$ cat src/rtl/cnn_target_ctrl.sv
// cnn_target_ctrl: filters CNN detections by class and score, smooths the box
// centre into target_x/target_y and runs the IDLE/ACQ/TRACK/LOCKED/LOST machine.
module cnn_target_ctrl #(
  parameter int         H_MAX       = 639,
  parameter int         V_MAX       = 479,
  parameter logic [7:0] SCORE_TH    = 8'd128,
  parameter int         ALPHA_SHIFT = 2,
  parameter int         ACQ_HITS    = 2,
  parameter int         LOCK_TOL    = 8,
  parameter int         LOCK_CNT    = 4,
  parameter int         TIMEOUT     = 50_000_000,
  parameter int         LOST_HOLD   = 100_000_000
) (
  input  logic       clk100,
  input  logic       rst,
  input  logic       det_valid,
  output logic       det_ready,
  input  logic [3:0] det_class,
  input  logic [7:0] det_score,
  input  logic [9:0] det_x,
  input  logic [9:0] det_y,
  input  logic [9:0] cur_x,
  input  logic [9:0] cur_y,
  output logic [9:0] target_x,
  output logic [9:0] target_y,
  output logic [2:0] msg_code
);

  typedef enum logic [2:0] {
    IDLE   = 3'd0,
    ACQ    = 3'd1,
    TRACK  = 3'd2,
    LOCKED = 3'd3,
    LOST   = 3'd4
  } state_t;

  localparam int TO_W   = $clog2(TIMEOUT);
  localparam int HOLD_W = $clog2(LOST_HOLD);
  localparam int HIT_W  = $clog2(ACQ_HITS + 1);
  localparam int LCK_W  = $clog2(LOCK_CNT + 1);

  localparam logic [9:0]        X_MAX     = 10'(H_MAX);
  localparam logic [9:0]        Y_MAX     = 10'(V_MAX);
  localparam logic [9:0]        X_CTR     = 10'((H_MAX + 1) / 2);
  localparam logic [9:0]        Y_CTR     = 10'((V_MAX + 1) / 2);
  localparam logic [9:0]        TOL       = 10'(LOCK_TOL);
  localparam logic [TO_W-1:0]   TO_LAST   = TO_W'(TIMEOUT - 1);
  localparam logic [HOLD_W-1:0] HOLD_LAST = HOLD_W'(LOST_HOLD - 1);
  localparam logic [HIT_W-1:0]  HIT_MAX   = HIT_W'(ACQ_HITS);
  localparam logic [HIT_W-1:0]  HIT_LAST  = HIT_W'(ACQ_HITS - 1);
  localparam logic [LCK_W-1:0]  LCK_MAX   = LCK_W'(LOCK_CNT);
  localparam logic [LCK_W-1:0]  LCK_LAST  = LCK_W'(LOCK_CNT - 1);

  state_t              state, state_next;
  logic                s1_valid, s1_qual;
  logic [9:0]          s1_x, s1_y;
  logic [TO_W-1:0]     to_cnt, to_cnt_next;
  logic [HOLD_W-1:0]   hold_cnt, hold_cnt_next;
  logic [HIT_W-1:0]    hit_cnt, hit_cnt_next;
  logic [LCK_W-1:0]    lock_cnt, lock_cnt_next;
  logic [9:0]          tx_next, ty_next, sm_x, sm_y;
  logic                hit, timeout, hold_exp, on;

  // Move tgt toward det by diff>>>ALPHA_SHIFT (floor), then clamp to [0,maxv].
  function automatic logic [9:0] smooth(input logic [9:0] tgt, input logic [9:0] det,
                                        input logic [9:0] maxv);
    logic signed [10:0] diff;
    logic signed [10:0] sh;
    logic signed [11:0] sum;
    diff = $signed({1'b0, det}) - $signed({1'b0, tgt});
    sh   = diff >>> ALPHA_SHIFT;
    sum  = $signed({2'b00, tgt}) + $signed({sh[10], sh});
    if (sum < 0)                          smooth = 10'd0;
    else if (sum > $signed({2'b00, maxv})) smooth = maxv;
    else                                  smooth = sum[9:0];
  endfunction

  function automatic logic [9:0] absdiff(input logic [9:0] a, input logic [9:0] b);
    absdiff = (a > b) ? (a - b) : (b - a);
  endfunction

  assign det_ready = !s1_valid;
  assign msg_code  = state;
  assign hit       = s1_valid && s1_qual;
  assign timeout   = (to_cnt == TO_LAST);
  assign hold_exp  = (state == LOST) && (hold_cnt == HOLD_LAST);
  assign sm_x      = smooth(target_x, s1_x, X_MAX);
  assign sm_y      = smooth(target_y, s1_y, Y_MAX);
  assign on        = (absdiff(cur_x, sm_x) <= TOL) && (absdiff(cur_y, sm_y) <= TOL);

  // Stage 1: capture an accepted detection (clamped) for processing next cycle.
  always_ff @(posedge clk100) begin
    if (rst) begin
      s1_valid <= 1'b0;
      s1_qual  <= 1'b0;
      s1_x     <= 10'd0;
      s1_y     <= 10'd0;
    end else if (det_valid && det_ready) begin
      s1_valid <= 1'b1;
      s1_qual  <= (det_class != 4'd0) && (det_score >= SCORE_TH);
      s1_x     <= (det_x > X_MAX) ? X_MAX : det_x;
      s1_y     <= (det_y > Y_MAX) ? Y_MAX : det_y;
    end else begin
      s1_valid <= 1'b0;
    end
  end

  // State register; msg_code is this register's encoding.
  always_ff @(posedge clk100) begin
    if (rst) state <= IDLE;
    else     state <= state_next;
  end

  // Next-state logic; a qualified hit takes priority over timeout or hold expiry.
  always_comb begin
    state_next = state;
    case (state)
      IDLE:    if (hit) state_next = ACQ;
      ACQ:     if (hit) begin
                 if (hit_cnt >= HIT_LAST) state_next = TRACK;
               end else if (timeout) state_next = IDLE;
      TRACK:   if (hit) begin
                 if (on && lock_cnt == LCK_LAST) state_next = LOCKED;
               end else if (timeout) state_next = LOST;
      LOCKED:  if (hit) begin
                 if (!on) state_next = TRACK;
               end else if (timeout) state_next = LOST;
      LOST:    if (hit) state_next = ACQ;
               else if (hold_exp) state_next = IDLE;
      default: state_next = IDLE;
    endcase
  end

  // Next values for the target registers and the hit/lock/timeout/hold counters.
  always_comb begin
    tx_next       = target_x;
    ty_next       = target_y;
    hit_cnt_next  = hit_cnt;
    lock_cnt_next = lock_cnt;
    if (state == IDLE || state == LOST || hit) to_cnt_next = '0;
    else if (to_cnt != TO_LAST)                to_cnt_next = to_cnt + 1'b1;
    else                                       to_cnt_next = to_cnt;
    if (state != LOST || hit)                  hold_cnt_next = '0;
    else if (hold_cnt != HOLD_LAST)            hold_cnt_next = hold_cnt + 1'b1;
    else                                       hold_cnt_next = hold_cnt;
    case (state)
      IDLE, LOST: begin
        lock_cnt_next = '0;
        if (hit) begin
          tx_next      = s1_x;
          ty_next      = s1_y;
          hit_cnt_next = HIT_W'(1);
        end else if (hold_exp) begin
          tx_next = X_CTR;
          ty_next = Y_CTR;
        end
      end
      ACQ: begin
        lock_cnt_next = '0;
        if (hit) begin
          tx_next      = sm_x;
          ty_next      = sm_y;
          hit_cnt_next = (hit_cnt == HIT_MAX) ? hit_cnt : hit_cnt + 1'b1;
        end else if (timeout) begin
          tx_next = X_CTR;
          ty_next = Y_CTR;
        end
      end
      TRACK, LOCKED: begin
        if (hit) begin
          tx_next = sm_x;
          ty_next = sm_y;
          if (!on)                   lock_cnt_next = '0;
          else if (lock_cnt != LCK_MAX) lock_cnt_next = lock_cnt + 1'b1;
        end
      end
      default: begin
        tx_next = X_CTR;
        ty_next = Y_CTR;
      end
    endcase
  end

  // Target and counter registers.
  always_ff @(posedge clk100) begin
    if (rst) begin
      target_x <= X_CTR;
      target_y <= Y_CTR;
      to_cnt   <= '0;
      hold_cnt <= '0;
      hit_cnt  <= '0;
      lock_cnt <= '0;
    end else begin
      target_x <= tx_next;
      target_y <= ty_next;
      to_cnt   <= to_cnt_next;
      hold_cnt <= hold_cnt_next;
      hit_cnt  <= hit_cnt_next;
      lock_cnt <= lock_cnt_next;
    end
  end

endmodule

$ cat config.mk
export PLATFORM = sky130hd
export DESIGN_NAME = cnn_target_ctrl
export DESIGN_NICKNAME = d
export VERILOG_FILES = /design/src/rtl/cnn_target_ctrl.sv
export SDC_FILE = /design/constraint.sdc
export NUM_CORES = 1
export LEC_CHECK = 0
export ABC_AREA = 1
export BUFFER_PORTS_ARGS = -buffer_cell sky130_fd_sc_hd__buf_2
export CAP_MARGIN = 40
export CORE_UTILIZATION = 50
export CTS_CLUSTER_DIAMETER = 60
export DETAILED_ROUTE_END_ITERATION = 8
export PLACE_DENSITY = 0.7
export SETUP_SLACK_MARGIN = 0.05
export SLEW_MARGIN = 20
export SYNTH_ARGS = -nofsm -noshare
export SYNTH_HDL_FRONTEND = slang
export SYNTH_SLANG_ARGS = --single-unit
$ cat constraint.sdc
create_clock -name clk100 -period 6.9 [get_ports clk100]
set_input_delay 0.345 -clock clk100 [delete_from_list [all_inputs] [get_ports clk100]]
set_output_delay 0.345 -clock clk100 [all_outputs]
set_load 0.005 [all_outputs]
==> results.json <==
{
  "status": "finished, violations left",
  "violations": "DRC",
  "grt_pass1_vias": 8734,
  "reg2reg_setup_slack_ns": 0.71,
  "critical_path_buf_inv_count": 5,
  "clk_path_buf_depth": 2,
  "cts-root-buf": "clkbuf_16",
  "synth_area_per_cell_sq_um": 6.12,
  "tightest_slew_ns": 0.755,
  "ant_nets": 0,
  "detail_route.vias_per_cell": 5.29,
  "grt_setup_unrepaired": "no",
  "final_area_sq_um": 10200,
  "cts_tree": "built",
  "cp_top_family": "simple AND/OR/NAND/NOR gates",
  "layout_common_cells": "nand2_1, inv_1, nor2_1",
  "routabilityCongestion": 0.916,
  "min_period_over_period": 0.897,
  "yosysSeqAreaShare": 0.222,
  "startpoint": "target_y[1]",
  "power_density_nw_per_um2": 285,
  "final_common_cell": "nand2_1",
  "multi_input_area_sq_um": 6150,
  "syn_nets": 1661,
  "start_util": 0.514,
  "synth_edf_count": 0,
  "diodes": 0,
  "period_needed_ns": 6.19,
  "fillCellCount": 1824,
  "yosys_warnings": 0,
  "maxCapViolCount": 0,
  "first_iter_violations": 481,
  "dp_hpwl_microns": 19100,
  "crit_type": "flip-flop to flip-flop",
  "num_vias": 9590,
  "rows": 49,
  "ys_ff_latch": 103,
  "path_depth": 41,
  "drive_gt1_frac": 0.0903,
  "arrival_ns": 6.43,
  "reg2reg_depth": 41,
  "rr_startpoint": "target_y[1]",
  "synth_area_sq_um": 9300,
  "first_pass_iters": 7,
  "numPortBuffers": 71,
  "grt_pass1_wl_microns": 39800,
  "total_power_mw": 2.91,
  "ys_types": 55,
  "met3_wirelength_microns": 1090,
  "fin_worst_skew_ns": 0.0122,
  "wl_per_cell_microns": 13.1,
  "hp-class": "primary input to flip-flop",
  "hold_viol_final": 0,
  "rr_endpoint": "lock_cnt[0]",
  "track_usage": 0.250,
  "tns_ns": 0,
  "core_area_sq_um": 18100,
  "crit_path_end": "lock_cnt[0]",
  "wl_met1_microns": 11000,
  "cts.htree.levels": 3,
  "ir_drop_mv": 0.129,
  "highest_layer": "met5",
  "setup_ws_ns": 0.712,
  "max_clock_freq_mhz": 162,
  "syn_to_final_growth_pct": 9.86,
  "leakagePower_nw": 4.84,
  "cp-end-kind": "flip-flop",
  "drc": 15,
  "regArea_sq_um": 2060,
  "cp_common_cell": "nand2_1",
  "antenna_found_initial": 1,
  "start_kind": "flip-flop",
  "grt_start_max_net_pins": 32,
  "cpPeakStageDelay_ns": 0.44,
  "cts_sinks": 103,
  "dieArea_sq_um": 19200,
  "die_y_microns": 138,
  "cts_hold_buf": 0,
  "wl_microns": 23800,
  "worst_ep_required_time_ns": 7.15,
  "placed_cell_area_sq_um": 9860,
  "finalSetupViolCount": 0,
  "hp-start": "det_x[6]",
  "place_ws_ns": 0.629,
  "slew_headroom": 0.490,
  "async_flop_share": 0,
  "route.met2.wl_microns": 11200,
  "cts_made_buffers": 9,
  "slew_violations": 0,
  "io_pins": 79,
  "clk_pin_slew_ns": 0.08,
  "syn_inst": 1519,
  "dieWidth_microns": 138,
  "clock_latency_ns": 0.36,
  "synth_flop_cell": "dfxtp_1",
  "slowest_stage": "ha_1",
  "path_max_fanout": 10,
  "nets": 1721,
  "grt_overflow": 0
}
[worst min path at each step]
stage                 endpoint  slack, ns  cells past startpoint
floorplan           to_cnt[22]       0.44                      2
global placement    to_cnt[22]       0.45                      2
detailed placement  to_cnt[22]       0.45                      2
CTS                    s1_x[1]       0.25                      3
global route           s1_x[1]       0.27                      3
finish                 s1_x[6]       0.26                      3
[cells in the mapped netlist (3+ instances only)]
cell | count | area, sq um
nand3b_1 | 6 | 45.0
o21bai_1 | 8 | 60.1
nand4_1 | 25 | 156
a211oi_1 | 3 | 22.5
o21ai_1 | 15 | 75.1
xor2_1 | 34 | 298
inv_1 | 249 | 935
nor2_4 | 5 | 56.3
o21ai_0 | 61 | 305
buf_4 | 3 | 22.5
nor4_1 | 6 | 37.5
ha_1 | 85 | 1060
a31oi_1 | 6 | 37.5
nor3_2 | 3 | 30.0
nand2_2 | 4 | 25.0
nand2_1 | 408 | 1530
a221oi_1 | 3 | 26.3
buf_2 | 6 | 30.0
nor3_1 | 38 | 190
inv_2 | 8 | 30.0
or2_2 | 13 | 81.3
nand3_2 | 4 | 40.0
a21oi_1 | 127 | 636
xnor2_1 | 15 | 131
a21o_1 | 3 | 22.5
dfxtp_1 | 103 | 2060
clkbuf_1 | 15 | 56.3
nand3_1 | 97 | 485
nor2_2 | 3 | 18.8
nand2_4 | 3 | 33.8
nor2_1 | 129 | 484
[tightest hold or removal path, cell delays in order]
cell and delay [ns]:
buf_2 0.08, nor2_1 0.04, a21oi_1 0.12
[cells by family (layout without fill, tap and decap cells)]
kind of cell	Yosys count	in the layout	share of synthesized area
flip-flops	103	103	0.222
AO/OA/AOI/OAI	240	240	0.140
AND/OR/NAND/NOR	753	753	0.354
XOR/XNOR	50	50	0.0479
buffers and inverters	285	350	0.118
adder cells (fa/ha/maj)	87	87	0.119
other	1	1	0.000403
[sequential cells by signal (all words and copies together) (netlist names), 3 cells and up]
signal,flops
hold_cnt,27
to_cnt,26
s1_x,10
s1_y,10
target_x,10
target_y,10
lock_cnt,3
msg_code,3
[per-stage QoR]
stage / hold slack (ns) / util / std cells
final: 0.256 / 0.565 / 1813
after global routing: 0.268 / 0.565 / 1813
after CTS: 0.246 / 0.564 / 1813
after detailed placement: 0.452 / 0.545 / 1797
after global placement: 0.449 / 0.545 / 1796
after floorplan: 0.439 / - / 1519
[power by group]
part	switching, mW	internal [mW]	total, mW
Sequential	0.0198	0.613	0.632
Clock	0.241	0.358	0.599
Combinational	1.10	0.582	1.68
[layer usage]
layer / vias up / global-route usage
li1: 4995 / -
met3: 46 / 0.0277
met1: 4332 / 0.321
met5: - / 0
met2: 215 / 0.433
met4: 2 / 0.0893
[timing repair]
| action | CTS | global route |
|---|---|---|
| resized for setup | 0 | 3 |
| setup buffers | 0 | 0 |
| setup endpoints to repair | 0 | 5 |
[cell type report]
type                    count  area share
clock buffers              10      0.0224
clock inverters             6      0.0113
inverters                 259      0.0956
multi-input cells        1131       0.602
flip-flops and latches    103       0.202
well taps                 229      0.0280
repair buffers             75      0.0385
Note: power is estimated with default switching activity, not from simulation.
